`src/rtl/keypad_pkg.sv`:
```
// Shared definitions for the keypad entry block: scanner FSM states,
// key_code constants and the row/column-to-code map.
package keypad_pkg;

    typedef enum logic [1:0] {
        SCAN     = 2'd0,
        DEBOUNCE = 2'd1,
        HELD     = 2'd2
    } scan_state_t;

    localparam logic [3:0] KEY_A    = 4'd10;
    localparam logic [3:0] KEY_B    = 4'd11;
    localparam logic [3:0] KEY_C    = 4'd12;
    localparam logic [3:0] KEY_D    = 4'd13;
    localparam logic [3:0] KEY_STAR = 4'd14;
    localparam logic [3:0] KEY_HASH = 4'd15;

    // Physical layout: r0 = 1 2 3 A, r1 = 4 5 6 B, r2 = 7 8 9 C, r3 = * 0 # D
    function automatic logic [3:0] key_map(input logic [1:0] row, input logic [1:0] col);
        logic [3:0] code;
        case ({row, col})
            4'h0: code = 4'd1;
            4'h1: code = 4'd2;
            4'h2: code = 4'd3;
            4'h3: code = KEY_A;
            4'h4: code = 4'd4;
            4'h5: code = 4'd5;
            4'h6: code = 4'd6;
            4'h7: code = KEY_B;
            4'h8: code = 4'd7;
            4'h9: code = 4'd8;
            4'hA: code = 4'd9;
            4'hB: code = KEY_C;
            4'hC: code = KEY_STAR;
            4'hD: code = 4'd0;
            4'hE: code = KEY_HASH;
            default: code = KEY_D;
        endcase
        return code;
    endfunction

endpackage

```
`src/rtl/keypad_bcd_entry_if.sv`:
```
// Keypad pins plus the decoded BCD/key outputs of keypad_bcd_entry.
// master = the entry block, slave = board/display side.
interface keypad_bcd_entry_if;
    logic [3:0] ROW;
    logic [3:0] COL;
    logic [3:0] units;
    logic [3:0] tens;
    logic [3:0] hundreds;
    logic [3:0] thousands;
    logic       key_valid;
    logic [3:0] key_code;

    modport master (
        input  ROW,
        output COL, units, tens, hundreds, thousands, key_valid, key_code
    );

    modport slave (
        output ROW,
        input  COL, units, tens, hundreds, thousands, key_valid, key_code
    );
endinterface

```
`src/rtl/keypad_scanner.sv`:
```
// Column scanner, single-key debouncer and key decoder for a 4x4 matrix.
// key_hit/hit_code are the accept strobe for the current cycle; the parent
// registers them on the same edge as the FSM enters HELD.
// Optional auto-repeat is built when KEYPAD_AUTOREPEAT_EN is defined.
// ROW is expected to be synchronised to CLK before it reaches this block.
module keypad_scanner
    import keypad_pkg::*;
#(
    parameter int SCAN_DIV       = 1000,
    parameter int DEBOUNCE_SCANS = 8,
    parameter int REPEAT_DELAY   = 60,
    parameter int REPEAT_RATE    = 15
) (
    input  logic       CLK,
    input  logic       RESET,
    input  logic [3:0] row_n,
    output logic [3:0] col_n,
    output logic       key_hit,
    output logic [3:0] hit_code
);

    localparam int SLOT_W = (SCAN_DIV > 1) ? $clog2(SCAN_DIV) : 1;
    localparam int DEB_W  = $clog2(DEBOUNCE_SCANS + 1);
    localparam logic [SLOT_W-1:0] SLOT_LAST  = SLOT_W'(SCAN_DIV - 1);
    localparam logic [DEB_W-1:0]  DEB_ONE    = DEB_W'(1);
    localparam logic [DEB_W-1:0]  DEB_TARGET = DEB_W'(DEBOUNCE_SCANS);

    if (SCAN_DIV < 1 || DEBOUNCE_SCANS < 1 || REPEAT_DELAY < 1 || REPEAT_RATE < 1) begin : g_bad_cfg
        $error("keypad_scanner: all timing parameters must be >= 1");
    end

    scan_state_t       state;
    logic [SLOT_W-1:0] slot_cnt;
    logic [1:0]        col_idx;
    logic [1:0]        row_idx;
    logic [1:0]        first_row;
    logic [DEB_W-1:0]  deb_cnt;
    logic [DEB_W-1:0]  deb_next;
    logic              sample;
    logic              any_low;
    logic              held_low;

`ifdef KEYPAD_AUTOREPEAT_EN
    localparam int REP_MAX = (REPEAT_DELAY > REPEAT_RATE) ? REPEAT_DELAY : REPEAT_RATE;
    localparam int REP_W   = $clog2(REP_MAX + 1);

    logic [REP_W-1:0] rep_cnt;
    logic [REP_W-1:0] rep_next;
    logic [REP_W-1:0] rep_target;
    logic             rep_phase;
    logic             rep_fire;
`endif

    // Sample strobe, row priority encode and the accept decision for this cycle
    always_comb begin
        sample    = (slot_cnt == SLOT_LAST);
        any_low   = (row_n != 4'hF);
        held_low  = ~row_n[row_idx];
        deb_next  = deb_cnt + DEB_ONE;
        first_row = 2'd0;
        for (int r = 3; r >= 0; r--) begin
            if (!row_n[r]) first_row = 2'(r);
        end
`ifdef KEYPAD_AUTOREPEAT_EN
        rep_next   = rep_cnt + REP_W'(1);
        rep_target = rep_phase ? REP_W'(REPEAT_RATE) : REP_W'(REPEAT_DELAY);
        rep_fire   = held_low && (rep_next == rep_target);
`endif
        key_hit  = 1'b0;
        hit_code = key_map(row_idx, col_idx);
        if (sample) begin
            case (state)
                SCAN: begin
                    // A one-sample debounce accepts straight out of SCAN
                    if (any_low && (DEB_TARGET == DEB_ONE)) begin
                        key_hit  = 1'b1;
                        hit_code = key_map(first_row, col_idx);
                    end
                end
                DEBOUNCE: key_hit = held_low && (deb_next == DEB_TARGET);
`ifdef KEYPAD_AUTOREPEAT_EN
                HELD:     key_hit = rep_fire;
`else
                HELD:     key_hit = 1'b0;
`endif
                default:  key_hit = 1'b0;
            endcase
        end
    end

    // Scan/debounce/hold FSM; COL only moves on samples taken in SCAN or on exit to SCAN
    always_ff @(posedge CLK) begin
        if (RESET) begin
            state    <= SCAN;
            slot_cnt <= '0;
            col_idx  <= 2'd0;
            col_n    <= 4'b1110;
            row_idx  <= 2'd0;
            deb_cnt  <= '0;
`ifdef KEYPAD_AUTOREPEAT_EN
            rep_cnt   <= '0;
            rep_phase <= 1'b0;
`endif
        end else begin
            slot_cnt <= sample ? '0 : slot_cnt + SLOT_W'(1);
            if (sample) begin
                case (state)
                    SCAN: begin
                        if (!any_low) begin
                            col_idx <= col_idx + 2'd1;
                            col_n   <= {col_n[2:0], col_n[3]};
                        end else begin
                            row_idx <= first_row;
                            if (DEB_TARGET == DEB_ONE) begin
                                state   <= HELD;
                                deb_cnt <= '0;
`ifdef KEYPAD_AUTOREPEAT_EN
                                rep_cnt   <= '0;
                                rep_phase <= 1'b0;
`endif
                            end else begin
                                state   <= DEBOUNCE;
                                deb_cnt <= DEB_ONE;
                            end
                        end
                    end
                    DEBOUNCE: begin
                        if (held_low) begin
                            if (deb_next == DEB_TARGET) begin
                                state   <= HELD;
                                deb_cnt <= '0;
`ifdef KEYPAD_AUTOREPEAT_EN
                                rep_cnt   <= '0;
                                rep_phase <= 1'b0;
`endif
                            end else begin
                                deb_cnt <= deb_next;
                            end
                        end else begin
                            state   <= SCAN;
                            deb_cnt <= '0;
                            col_idx <= col_idx + 2'd1;
                            col_n   <= {col_n[2:0], col_n[3]};
                        end
                    end
                    HELD: begin
                        if (held_low) begin
                            deb_cnt <= '0;
`ifdef KEYPAD_AUTOREPEAT_EN
                            if (rep_fire) begin
                                rep_cnt   <= '0;
                                rep_phase <= 1'b1;
                            end else begin
                                rep_cnt <= rep_next;
                            end
`endif
                        end else begin
`ifdef KEYPAD_AUTOREPEAT_EN
                            rep_cnt   <= '0;
                            rep_phase <= 1'b0;
`endif
                            if (deb_next == DEB_TARGET) begin
                                state   <= SCAN;
                                deb_cnt <= '0;
                                col_idx <= col_idx + 2'd1;
                                col_n   <= {col_n[2:0], col_n[3]};
                            end else begin
                                deb_cnt <= deb_next;
                            end
                        end
                    end
                    default: state <= SCAN;
                endcase
            end
        end
    end

endmodule

```
`src/rtl/keypad_bcd_entry.sv`:
```
// 4x4 keypad to 4-digit BCD entry. Digits shift in from the right,
// A clears, B backspaces; C, D, * and # only report key_valid/key_code.
// Build option: define KEYPAD_AUTOREPEAT_EN to auto-repeat held keys.
module keypad_bcd_entry
    import keypad_pkg::*;
#(
    parameter int SCAN_DIV       = 1000,
    parameter int DEBOUNCE_SCANS = 8,
    parameter int REPEAT_DELAY   = 60,
    parameter int REPEAT_RATE    = 15
) (
    input  logic                CLK,
    input  logic                RESET,
    keypad_bcd_entry_if.master  bus
);

    logic       key_hit;
    logic [3:0] hit_code;
    logic [3:0] units_q;
    logic [3:0] tens_q;
    logic [3:0] hundreds_q;
    logic [3:0] thousands_q;
    logic       key_valid_q;
    logic [3:0] key_code_q;

    keypad_scanner #(
        .SCAN_DIV       (SCAN_DIV),
        .DEBOUNCE_SCANS (DEBOUNCE_SCANS),
        .REPEAT_DELAY   (REPEAT_DELAY),
        .REPEAT_RATE    (REPEAT_RATE)
    ) u_scanner (
        .CLK      (CLK),
        .RESET    (RESET),
        .row_n    (bus.ROW),
        .col_n    (bus.COL),
        .key_hit  (key_hit),
        .hit_code (hit_code)
    );

    // Apply the accepted key to the BCD register on the same edge as key_valid
    always_ff @(posedge CLK) begin
        if (RESET) begin
            units_q     <= 4'd0;
            tens_q      <= 4'd0;
            hundreds_q  <= 4'd0;
            thousands_q <= 4'd0;
            key_valid_q <= 1'b0;
            key_code_q  <= 4'd0;
        end else begin
            key_valid_q <= key_hit;
            if (key_hit) begin
                key_code_q <= hit_code;
                if (hit_code <= 4'd9) begin
                    thousands_q <= hundreds_q;
                    hundreds_q  <= tens_q;
                    tens_q      <= units_q;
                    units_q     <= hit_code;
                end else if (hit_code == KEY_A) begin
                    units_q     <= 4'd0;
                    tens_q      <= 4'd0;
                    hundreds_q  <= 4'd0;
                    thousands_q <= 4'd0;
                end else if (hit_code == KEY_B) begin
                    units_q     <= tens_q;
                    tens_q      <= hundreds_q;
                    hundreds_q  <= thousands_q;
                    thousands_q <= 4'd0;
                end
            end
        end
    end

    assign bus.units     = units_q;
    assign bus.tens      = tens_q;
    assign bus.hundreds  = hundreds_q;
    assign bus.thousands = thousands_q;
    assign bus.key_valid = key_valid_q;
    assign bus.key_code  = key_code_q;

endmodule

```
`src/flat_wrapper.sv`:
```
// flat-port wrapper written by rule: the top's interface ports become plain ports
module keypad_bcd_entry_flat import keypad_pkg::*;
#(
    parameter int SCAN_DIV       = 1000,
    parameter int DEBOUNCE_SCANS = 8,
    parameter int REPEAT_DELAY   = 60,
    parameter int REPEAT_RATE    = 15
)
  (CLK, RESET, bus_ROW, bus_COL, bus_units, bus_tens, bus_hundreds, bus_thousands, bus_key_valid, bus_key_code);
  keypad_bcd_entry_if bus_i ();
  input  logic CLK;
  input  logic RESET;
  input wire logic [$bits(bus_i.ROW)-1:0] bus_ROW;
  output wire logic [$bits(bus_i.COL)-1:0] bus_COL;
  output wire logic [$bits(bus_i.units)-1:0] bus_units;
  output wire logic [$bits(bus_i.tens)-1:0] bus_tens;
  output wire logic [$bits(bus_i.hundreds)-1:0] bus_hundreds;
  output wire logic [$bits(bus_i.thousands)-1:0] bus_thousands;
  output wire logic [$bits(bus_i.key_valid)-1:0] bus_key_valid;
  output wire logic [$bits(bus_i.key_code)-1:0] bus_key_code;
  assign bus_i.ROW = bus_ROW;
  assign bus_COL = bus_i.COL;
  assign bus_units = bus_i.units;
  assign bus_tens = bus_i.tens;
  assign bus_hundreds = bus_i.hundreds;
  assign bus_thousands = bus_i.thousands;
  assign bus_key_valid = bus_i.key_valid;
  assign bus_key_code = bus_i.key_code;
  keypad_bcd_entry #(.SCAN_DIV(SCAN_DIV), .DEBOUNCE_SCANS(DEBOUNCE_SCANS), .REPEAT_DELAY(REPEAT_DELAY), .REPEAT_RATE(REPEAT_RATE)) u_core (.CLK(CLK), .RESET(RESET), .bus(bus_i));
endmodule
```
`config.mk`:
```
export PLATFORM = sky130hd
export DESIGN_NAME = keypad_bcd_entry_flat
export DESIGN_NICKNAME = d
export VERILOG_FILES = /design/src/rtl/keypad_pkg.sv /design/src/rtl/keypad_bcd_entry_if.sv /design/src/rtl/keypad_scanner.sv /design/src/rtl/keypad_bcd_entry.sv /design/src/flat_wrapper.sv
export SDC_FILE = /design/constraint.sdc
export NUM_CORES = 1
export LEC_CHECK = 0
export BUFFER_PORTS_ARGS = -buffer_cell sky130_fd_sc_hd__buf_2
export CAP_MARGIN = 20
export CELL_PAD_IN_SITES_DETAIL_PLACEMENT = 2
export CELL_PAD_IN_SITES_GLOBAL_PLACEMENT = 2
export CORE_ASPECT_RATIO = 0.8
export CORE_MARGIN = 2
export CORE_UTILIZATION = 33
export CTS_BUF_LIST = sky130_fd_sc_hd__clkbuf_4 sky130_fd_sc_hd__clkbuf_8
export DETAILED_ROUTE_END_ITERATION = 10
export PLACE_DENSITY_LB_ADDON = 0.05
export SLEW_MARGIN = 20
export SYNTH_ARGS = -nofsm -noshare
export SYNTH_HDL_FRONTEND = slang
export SYNTH_SLANG_ARGS = --single-unit
```
`constraint.sdc`:
```
create_clock -name CLK -period 2.1 [get_ports CLK]
set_input_delay 0.105 -clock CLK [delete_from_list [all_inputs] [get_ports CLK]]
set_output_delay 0.105 -clock CLK [all_outputs]
set_load 0.02 [all_outputs]
```
; ---- Word level (Yosys, flattened, before mapping)
; Memories as Yosys holds them, arrays and structs flattened.
; Cells that the tools add are included.
; W data, S select, Z words.
[word_totals]
regBits = 45
out_inout_bits = 25
mem_count = 1
rom_bits = 64
[memory_table]
columns = memory, depth, word_bits, read_ports, rd_clocked_by_memory_dff, wr, line_no
row1 = (name not given), 16, 4, 1, 0, 0, keypad_pkg.sv:21  ; case ({row, col})
[classes]
addsub = 3
order_cmp = 2
mux = 41
eq_ne = 13
n_bitwise = 1
reduce_logical = 10
[op_table]
columns = op, count
row1 = $mux W4, 20
row2 = $mux W2, 13
row3 = $pmux W4 S3, 2
row4 = $eq A4 B4 Y1 const B, 3
row5 = $pmux W2 S3, 2
row6 = $add A10 B1 Y10 const B, 1
row7 = $eq A10 B10 Y1 const B, 1
row8 = $ne A2 B2 Y1 const B, 5
row9 = $reduce_and A3 Y1, 2
row10 = $reduce_and A6 Y1, 1
row11 = $reduce_bool A3 Y1, 2
row12 = $reduce_and A5 Y1, 1
row13 = $add A4 B1 Y4 const B, 1
row14 = $le A4 B4 Y1 const B, 1
row15 = $ne A4 B4 Y1 const B, 1
row16 = $lt A2 B3 Y1 const B, 1
row17 = $mux W1, 3
row18 = $ne A3 B3 Y1 const B, 1
row19 = $add A2 B1 Y2 const B, 1
row20 = $bmux W1 S2, 1
row21 = $eq A2 B1 Y1 const B, 1
row22 = $eq A2 B2 Y1 const B, 1
row23 = $logic_not A2 Y1, 1
row24 = $reduce_and A2 Y1, 1
row25 = 3 further kinds, 3

; ---- Depth between registers and ports, before layout
; Gate-level depths: netlist of the first run.
[logic_depth]
depth_word = 7
mapped_depth = 8
depth_no_buf = 7

; ---- By module
; A second synthesis of the first run with hierarchy kept.
[unflattened]
cells_unflattened = 270
hier_area_um2 = 2418.6
[by_module_without_submodules]
columns = mod, instances, seq_area_each_um2, cells_each, area_each_um2
row1 = keypad_scanner, 1, 480.5, 183, 1562.7
row2 = keypad_bcd_entry, 1, 420.4, 87, 855.8

; ---- Worst setup path after synthesis of the first run
; OpenSTA, ideal clock, no wires.
[synth_timing]
path_kind = register -> register
startpoint = register u_core.u_scanner.col_idx[0]
endpoint = register u_core.hundreds_q[0] (netlist: u_core.bus.hundreds[0])
stages_incl_launch_ff = 8
t_arrival_ps = 1930
setup_time_ps = 142
required_ps = 1958
synth_period_minus_slack_ps = 2072
slack_ps = 28
path_cell_list = dfxtp_1 > inv_1 > ha_1 > mux4_2 > a21o_1 > buf_2 > a22oi_1 > a211oi_2
[synth_via]
elab_chain_cells = 4
word_cells_on_any_way = 8
[synth_lines]
columns = element, line_no
row1 = from (decl), keypad_scanner.sv:34  ; logic [1:0] col_idx;
row2 = from (signal assigned), keypad_scanner.sv:110  ; col_idx <= col_idx + 2'd1;
row3 = from (signal assigned), keypad_scanner.sv:142  ; col_idx <= col_idx + 2'd1;
row4 = from (signal assigned), keypad_scanner.sv:165  ; col_idx <= col_idx + 2'd1;
row5 = $mem_v2 Z16 W4 *, --
row6 = $le A4 B4 Y1 (tied with other cells), keypad_bcd_entry.sv:53  ; if (hit_code <= 4'd9) begin
row7 = $reduce_bool A3 Y1 (no line) / $mux W4 (equally long branches), --
row8 = $reduce_and A2 Y1 (no line) / $mux W4 (equally long branches), --
row9 = to (signal assigned), keypad_bcd_entry.sv:55  ; hundreds_q <= tens_q;
row10 = to (signal assigned), keypad_bcd_entry.sv:66  ; hundreds_q <= thousands_q;
row11 = to (decl), keypad_bcd_entry.sv:21  ; logic [3:0] hundreds_q;
; Mark *: on every way between the ends. The rest lies on a longest branch, timed or not.
; A chain may end at the register's enable or synchronous reset.

; ---- Final worst setup path of the first run
[layout_timing]
startpoint = register u_core.u_scanner.col_idx[0]
endpoint = register u_core.hundreds_q[3] (netlist: u_core.bus.hundreds[3])
; The elaborated chain is that of the path after synthesis.

==> results of run 1 <==
==> cell families (layout without fill, tap and decap cells) <==
kind of cell,after synthesis,count (layout)
and+or+nand+nor,102,103
muxes,14,14
buffers and inverters,19,57
adders and majority gates,10,10
AOI/OAI and AO/OA,55,55
DFF,45,45
xor gates and xnor gates,10,10
==> final timing paths <==
path | startpoint | end | depth (start not counted)
setup reg to reg | u_core.u_scanner.col_idx[0] | u_core.bus.hundreds[3] | 8
hold reg to reg | u_core.u_scanner.slot_cnt[0] | u_core.u_scanner.slot_cnt[0] | 1
setup / recovery | u_core.u_scanner.col_idx[0] | u_core.bus.hundreds[3] | 8
hold / removal | bus_ROW[0] | u_core.u_scanner.row_idx[1] | 3
==> Yosys cell counts (2+ instances only) <==
| cell | instances | area [um2] |
|---|---|---|
| a211oi_1 | 2 | 15.0 |
| a211oi_2 | 10 | 125 |
| a21boi_0 | 2 | 15.0 |
| a21o_1 | 2 | 15.0 |
| a21oi_1 | 13 | 65.1 |
| a22oi_1 | 8 | 60.1 |
| and2_1 | 4 | 25.0 |
| and3_1 | 4 | 25.0 |
| buf_2 | 2 | 10.0 |
| buf_4 | 2 | 15.0 |
| buf_6 | 2 | 22.5 |
| clkbuf_1 | 5 | 18.8 |
| dfxtp_1 | 45 | 901 |
| ha_1 | 10 | 125 |
| inv_1 | 7 | 26.3 |
| mux2i_1 | 11 | 110 |
| mux4_2 | 2 | 45.0 |
| nand2_1 | 11 | 41.3 |
| nand2b_1 | 8 | 50.1 |
| nand3_1 | 11 | 55.1 |
| nor2_1 | 40 | 150 |
| nor2b_1 | 2 | 12.5 |
| nor3_1 | 9 | 45.0 |
| nor3b_1 | 3 | 22.5 |
| o21ai_0 | 3 | 15.0 |
| xnor2_1 | 7 | 61.3 |
| xor2_1 | 3 | 26.3 |
==> registers in the layout, indices dropped and copies added (netlist names) <==
signal                     count
u_core.bus.key_valid           1
u_core.u_scanner.row_idx       2
u_core.bus.key_code            4
u_core.bus.units               4
u_core.u_scanner.slot_cnt     10
u_core.u_scanner.deb_cnt       4
u_core.bus.tens                4
u_core.bus.thousands           4
u_core.u_scanner.col_n         4
u_core.u_scanner.col_idx       2
u_core.bus.hundreds            4
u_core.u_scanner.state         2
==> stage by stage <==
step	instance area, um2	setup TNS [ns]
2_1_floorplan	2380	0
3_3_place_gp	2670	0
3_5_place_dp	2670	0
4_1_cts	2750	0
5_1_grt	2790	-0.0149
6_report	2790	0
==> where the power goes <==
group	internal, mW	switching [mW]
Sequential	0.857	0.00484
Clock	0.220	0.300
Combinational	0.0154	0.0328
==> final cells by class <==
class                           count  share of cell area
Clock buffer                        5              0.0247
Multi-Input combinational cell    192               0.506
Tap cell                           87              0.0391
Clock inverter                      1             0.00180
Sequential cell                    45               0.323
Timing Repair Buffer               44              0.0961
Inverter                            7             0.00943
==> placed cells by master, fill, tap and decap left out, types with 3 or more instances in the layout <==
master,count
nor2_1,40
xor2_1,3
nand3_1,11
and3_1,4
a22oi_1,8
nor3b_1,3
and2_1,4
mux2i_1,10
buf_2,30
clkbuf_8,5
nor3_1,9
nand2_1,11
xnor2_1,7
nand2b_1,8
a21oi_1,13
ha_1,10
a211oi_2,10
buf_4,13
dfxtp_1,45
inv_1,7
==> tightest hold or removal path: cells and delay by family <==
kind	cells	cell delay [ns]
AO/OA/AOI/OAI	1	0.08
AND/OR/NAND/NOR	1	0.06
buffers and inverters	1	0.13
==> layer usage <==
layer / up-vias / wire [um] / part of all wire
met3: 9 / 198 / 0.030
met1: 1021 / 3660 / 0.55
li1: 991 / - / -
met4: 0 / 75 / 0.011
met2: 36 / 2770 / 0.41
met5: - / 0 / 0
==> what timing repair did <==
| item | in CTS | in global routing |
|---|---|---|
| setup buffers | 0 | 0 |
| resized for setup | 0 | 6 |
| hold buffers | 0 | 0 |
| endpoints found under the setup margin | 0 | 22 |
==> flow_metrics.env, run 1 <==
export IMPL_wirelength_um=6710
export IMPL_cts_root_buf="clkbuf_8"
export IMPL_synth_avg_cell_area_um2=9.32
export IMPL_cts_path_max_buffers=2
export IMPL_dp_cells=374
export IMPL_synth_edff_count=0
export IMPL_slowest_delay_ns=0.48
export IMPL_coreArea_um2=6930
export IMPL_max_freq_mhz=507
export IMPL_critPathLaunchType="flop"
export IMPL_clk_pin_slew_ns=0.09
export IMPL_cp_buffers_inverters=3
export IMPL_synth_xor_area_share=0.0369
export IMPL_grt_antenna_before_repair=0
export IMPL_grt_use_met2=0.251
export IMPL_worst_slew_pin_slew_ns=0.565
export IMPL_num_rows=27
export IMPL_grt_max_degree=31
export IMPL_stdcell_count=381
export IMPL_endpoint_kind="flop"
export IMPL_synth_cells=255
export IMPL_dr_pass1_iters=4
export IMPL_setup_viol_count_final=0
export IMPL_cp_arrival_ns=2.16
export IMPL_area_delta_synth_final_pct=17.3
export IMPL_dieWidth_um=98.9
export IMPL_slew_headroom=0.623
export IMPL_cts_tree="built"
export IMPL_clock_latency_ns=0.30
export IMPL_place_ws_ns=0.0406
export IMPL_r2r_slack_ns=0.13
export IMPL_wire_per_inst_um=17.6
export IMPL_power_density_nw_per_um2=513
export IMPL_grtUsageMet3=0.0306
export IMPL_period_needed_ns=1.97
export IMPL_maxCapViolCount=0
export IMPL_clock_skew_ns=0.00769
export IMPL_synth_seq_cells=45
export IMPL_h_tree_depth=2
export IMPL_syn_num_nets=271
export IMPL_dieArea_um2=7900
export IMPL_p_leak_nw=1.07
export IMPL_crit_top_cell="inv_1"
export IMPL_fillers=777
export IMPL_final_nets=311
export IMPL_hold_path_class="in2reg"
export IMPL_drcViolationCount=0
export IMPL_vias=2057
export IMPL_grt_usage=0.174
export IMPL_die_h_um=79.9
export IMPL_drive_above_1_share=0.252
export IMPL_cts_buffers=5
export IMPL_top_usage_layer="met1"
export IMPL_viasPerCell=5.40
export IMPL_port_buffers=30
export IMPL_synth_seq_area_share=0.379
export IMPL_crit_fanout=13
export IMPL_multiInputGateArea_um2=1410
export IMPL_finalPower_mw=1.43
export IMPL_yosysWarnings=0
export IMPL_synth_adder_area_share=0.0527
export IMPL_antenna_left=0
export IMPL_detail_route_iter0_violations=74
export IMPL_grt_pass1_vias=2094
export IMPL_grt_pass1_wl_um=10900
export IMPL_irDropWorstVdd_mv=0.229
export IMPL_io_pins=31
export IMPL_path_cells="inv_1, ha_1, inv_1, mux4_2, a21o_1, buf_12, a22oi_1, a211oi_2"
export IMPL_synthMuxAreaShare=0.0700
export IMPL_place_congestion=0.773
export IMPL_hold_viol_final=0
export IMPL_post_route_period_util=0.939
export IMPL_cts_sinks=45
export IMPL_status="complete, no violations"
export IMPL_required_ns=2.29
export IMPL_hpwlAfterDp_um=4840
export IMPL_area_sequential_um2=901
export IMPL_n_antenna_cell=0
export IMPL_critPathSlowestCell="mux4_2"
export IMPL_slew_viol_final=0
export IMPL_utilization=0.402
export IMPL_initial_core_util=0.343
export IMPL_timing_hold_ws_ns=0.117
export IMPL_grt_setup_unrepaired="true"
export IMPL_synth_ff_type="dfxtp_1"
export IMPL_grt_util_met1=0.260
export IMPL_globalRouteOverflowTotal=0
export IMPL_synth_simple_area_share=0.221
export IMPL_async_reset_ff_frac=0
export IMPL_setup_slack_ns=0.128
export IMPL_synth_compound_area_frac=0.195
export IMPL_syn_area_um2=2380
export IMPL_synth_top_family_by_area="simple AND/OR/NAND/NOR gates"
export IMPL_cp_top_family="compound AO/OA/AOI/OAI gates"
export IMPL_critPathKind="reg2reg"
export IMPL_ys_types=54
No activity file was read; power rests on OpenSTA's default activity.
==> run 2, diff against run 1 <==
--- a/config.mk
+++ b/config.mk
@@ -11,9 +11,10 @@
 export CELL_PAD_IN_SITES_GLOBAL_PLACEMENT = 2
 export CORE_ASPECT_RATIO = 0.8
 export CORE_MARGIN = 2
-export CORE_UTILIZATION = 33
+export CORE_UTILIZATION = 37
 export CTS_BUF_LIST = sky130_fd_sc_hd__clkbuf_4 sky130_fd_sc_hd__clkbuf_8
 export DETAILED_ROUTE_END_ITERATION = 10
+export GPL_TIMING_DRIVEN = 0
 export PLACE_DENSITY_LB_ADDON = 0.05
 export SLEW_MARGIN = 20
 export SYNTH_ARGS = -nofsm -noshare
==> constraint.sdc (replaced) <==
create_clock -name CLK -period 2.05 [get_ports CLK]
set_input_delay 0.1025 -clock CLK [delete_from_list [all_inputs] [get_ports CLK]]
set_output_delay 0.1025 -clock CLK [all_outputs]
set_load 0.02 [all_outputs]
==> run 2 against run 1 <==
- routed wire length increased by 1.9%
- hold slack improved by 0.0085 ns
- final cell count increased by 1.6%
- global-route usage increased by 2.0 points
- combinational power increased by 3%
- design area increased by 4.3%
- largest power group unchanged
==> flow_metrics.env, run 2 (same netlist as run 1, synthesis figures left out) <==
export IMPL_drcViolationCount=0
export IMPL_post_route_period_util=0.961
export IMPL_cts_buffers=5
export IMPL_grt_antenna_before_repair=0
export IMPL_top_usage_layer="met2"
export IMPL_ctsHoldBuffers=0
export IMPL_setup_tns_ns=0
export IMPL_status="complete, no violations"
export IMPL_required_ns=2.22
export IMPL_mostFrequentLayoutCell="dfxtp_1"
export IMPL_largest_reg_flops=10
export IMPL_period_needed_ns=1.97
export IMPL_setup_slack_ns=0.0792
export IMPL_dr_pass1_iters=4
export IMPL_port_buffers=30
export IMPL_timing_hold_ws_ns=0.125
export IMPL_critPathKind="reg2reg"
export IMPL_h_tree_depth=2
export IMPL_clock_skew_ns=0.00209
export IMPL_fin_area_um2=2910
export IMPL_slew_viol_final=0
export IMPL_maxCapViolCount=0
export IMPL_io_pins=31
export IMPL_max_freq_mhz=507
export IMPL_wire_per_inst_um=17.7
export IMPL_viasPerCell=5.31
export IMPL_hold_viol_final=0
export IMPL_hpwlAfterDp_um=4870
export IMPL_utilization=0.460
export IMPL_cts_sinks=45
export IMPL_grt_pass1_vias=2091
export IMPL_cts_tree="built"
export IMPL_finalPower_mw=1.64
export IMPL_place_ws_ns=-0.310
export IMPL_die_h_um=75.7
export IMPL_num_rows=26
export IMPL_power_density_nw_per_um2=563
export IMPL_dp_cells=369
export IMPL_slew_headroom=0.543
export IMPL_irDropWorstVdd_mv=0.312
export IMPL_grt_pass1_wl_um=10600
export IMPL_largest_register="u_core.u_scanner.slot_cnt"
export IMPL_n_antenna_cell=0
export IMPL_antenna_left=0
export IMPL_grt_util_met1=0.260
export IMPL_initial_core_util=0.376
export IMPL_grt_usage=0.194
export IMPL_clk_pin_slew_ns=0.09
export IMPL_area_delta_synth_final_pct=22.3
export IMPL_drive_above_1_share=0.300
export IMPL_critPathLaunchType="flop"
export IMPL_detail_route_iter0_violations=51
export IMPL_clock_latency_ns=0.31
export IMPL_dieArea_um2=7080
export IMPL_place_area_um2=2630
export IMPL_dieWidth_um=93.6
export IMPL_endpoint_kind="flop"
export IMPL_grtUsageMet3=0.0574
export IMPL_globalRouteOverflowTotal=0
export IMPL_vias=2056
export IMPL_p_leak_nw=1.09
export IMPL_cp_arrival_ns=2.14
export IMPL_grt_max_degree=16
export IMPL_cts_root_buf="clkbuf_8"
export IMPL_grt_use_met2=0.316
export IMPL_stdcell_count=387
export IMPL_hold_path_class="in2reg"
export IMPL_final_nets=318
export IMPL_setup_viol_count_final=0
export IMPL_worst_slew_pin_slew_ns=0.686
export IMPL_place_congestion=0.772
export IMPL_wirelength_um=6830
export IMPL_crit_fanout=10
export IMPL_cts_path_max_buffers=2
export IMPL_coreArea_um2=6310
export IMPL_final_cell_mix="43 x dfxtp_1, 40 x nor2_1, 31 x buf_2, 12 x buf_4"
==> run 2: cell types whose count changed in the layout (fill, tap and decap cells not counted), sizes merged <==
cell      previous run  this run
and4                 3         2
buf                 44        47
bufinv               0         1
clkbuf               5         9
clkinvlp             0         1
o2111ai              2         3
==> run 2: worst paths after layout <==
| check | start | to | slack, ns | depth (start not counted) |
|---|---|---|---|---|
| worst max-delay path | u_core.u_scanner.col_idx[1] | u_core.bus.hundreds[2] | 0.08 | 7 |
| worst min-delay path | bus_ROW[0] | u_core.u_scanner.row_idx[1] | 0.13 | 3 |
| worst min register to register | u_core.u_scanner.slot_cnt[0] | u_core.u_scanner.slot_cnt[0] | 0.47 | 1 |
| worst max register to register | u_core.u_scanner.col_idx[1] | u_core.bus.hundreds[2] | 0.08 | 7 |
==> run 2: report_power, final <==
part	switching, mW	leakage (nW)	total [mW]	internal, mW
combinational	0.0346	0.669	0.0497	0.0151
clock	0.340	0.0543	0.705	0.365
sequential	0.00506	0.365	0.881	0.876
total	0.379	1.09	1.64	1.26
==> run 2: cell type report <==
type,instances,area (um2)
flip-flops and latches,45,908
clock inverters,3,46.3
multi-input cells,192,1440
clock buffers,5,68.8
repair buffers,40,225
plain buffers,11,83.8
fillers,733,3410
inverters,7,26.3
well taps,84,105
==> run 2: layer usage <==
metal  wire length (um)  vias to the layer above
met3                215                        4
met4                 55                        0
met1               3400                     1014
met2               3160                       29
met5                  0                        -
li1                   -                     1009
==> run 2: what timing repair did <==
action / in CTS / in global routing
hold endpoints to repair: 0 / 0
pin swaps: 1 / 3
setup buffers: 6 / 4
cloned: 0 / 1
setup endpoints to repair: 21 / 39
gates resized for setup: 8 / 14
==> run 2: worst max-delay path: stages, from the launching register on <==
cell and delay [ns]:
dfxtp_4 0.38, inv_2 0.06, ha_2 0.20, mux4_2 0.51, a21o_1 0.22, buf_6 0.15
a22oi_1 0.22, a211oi_2 0.10
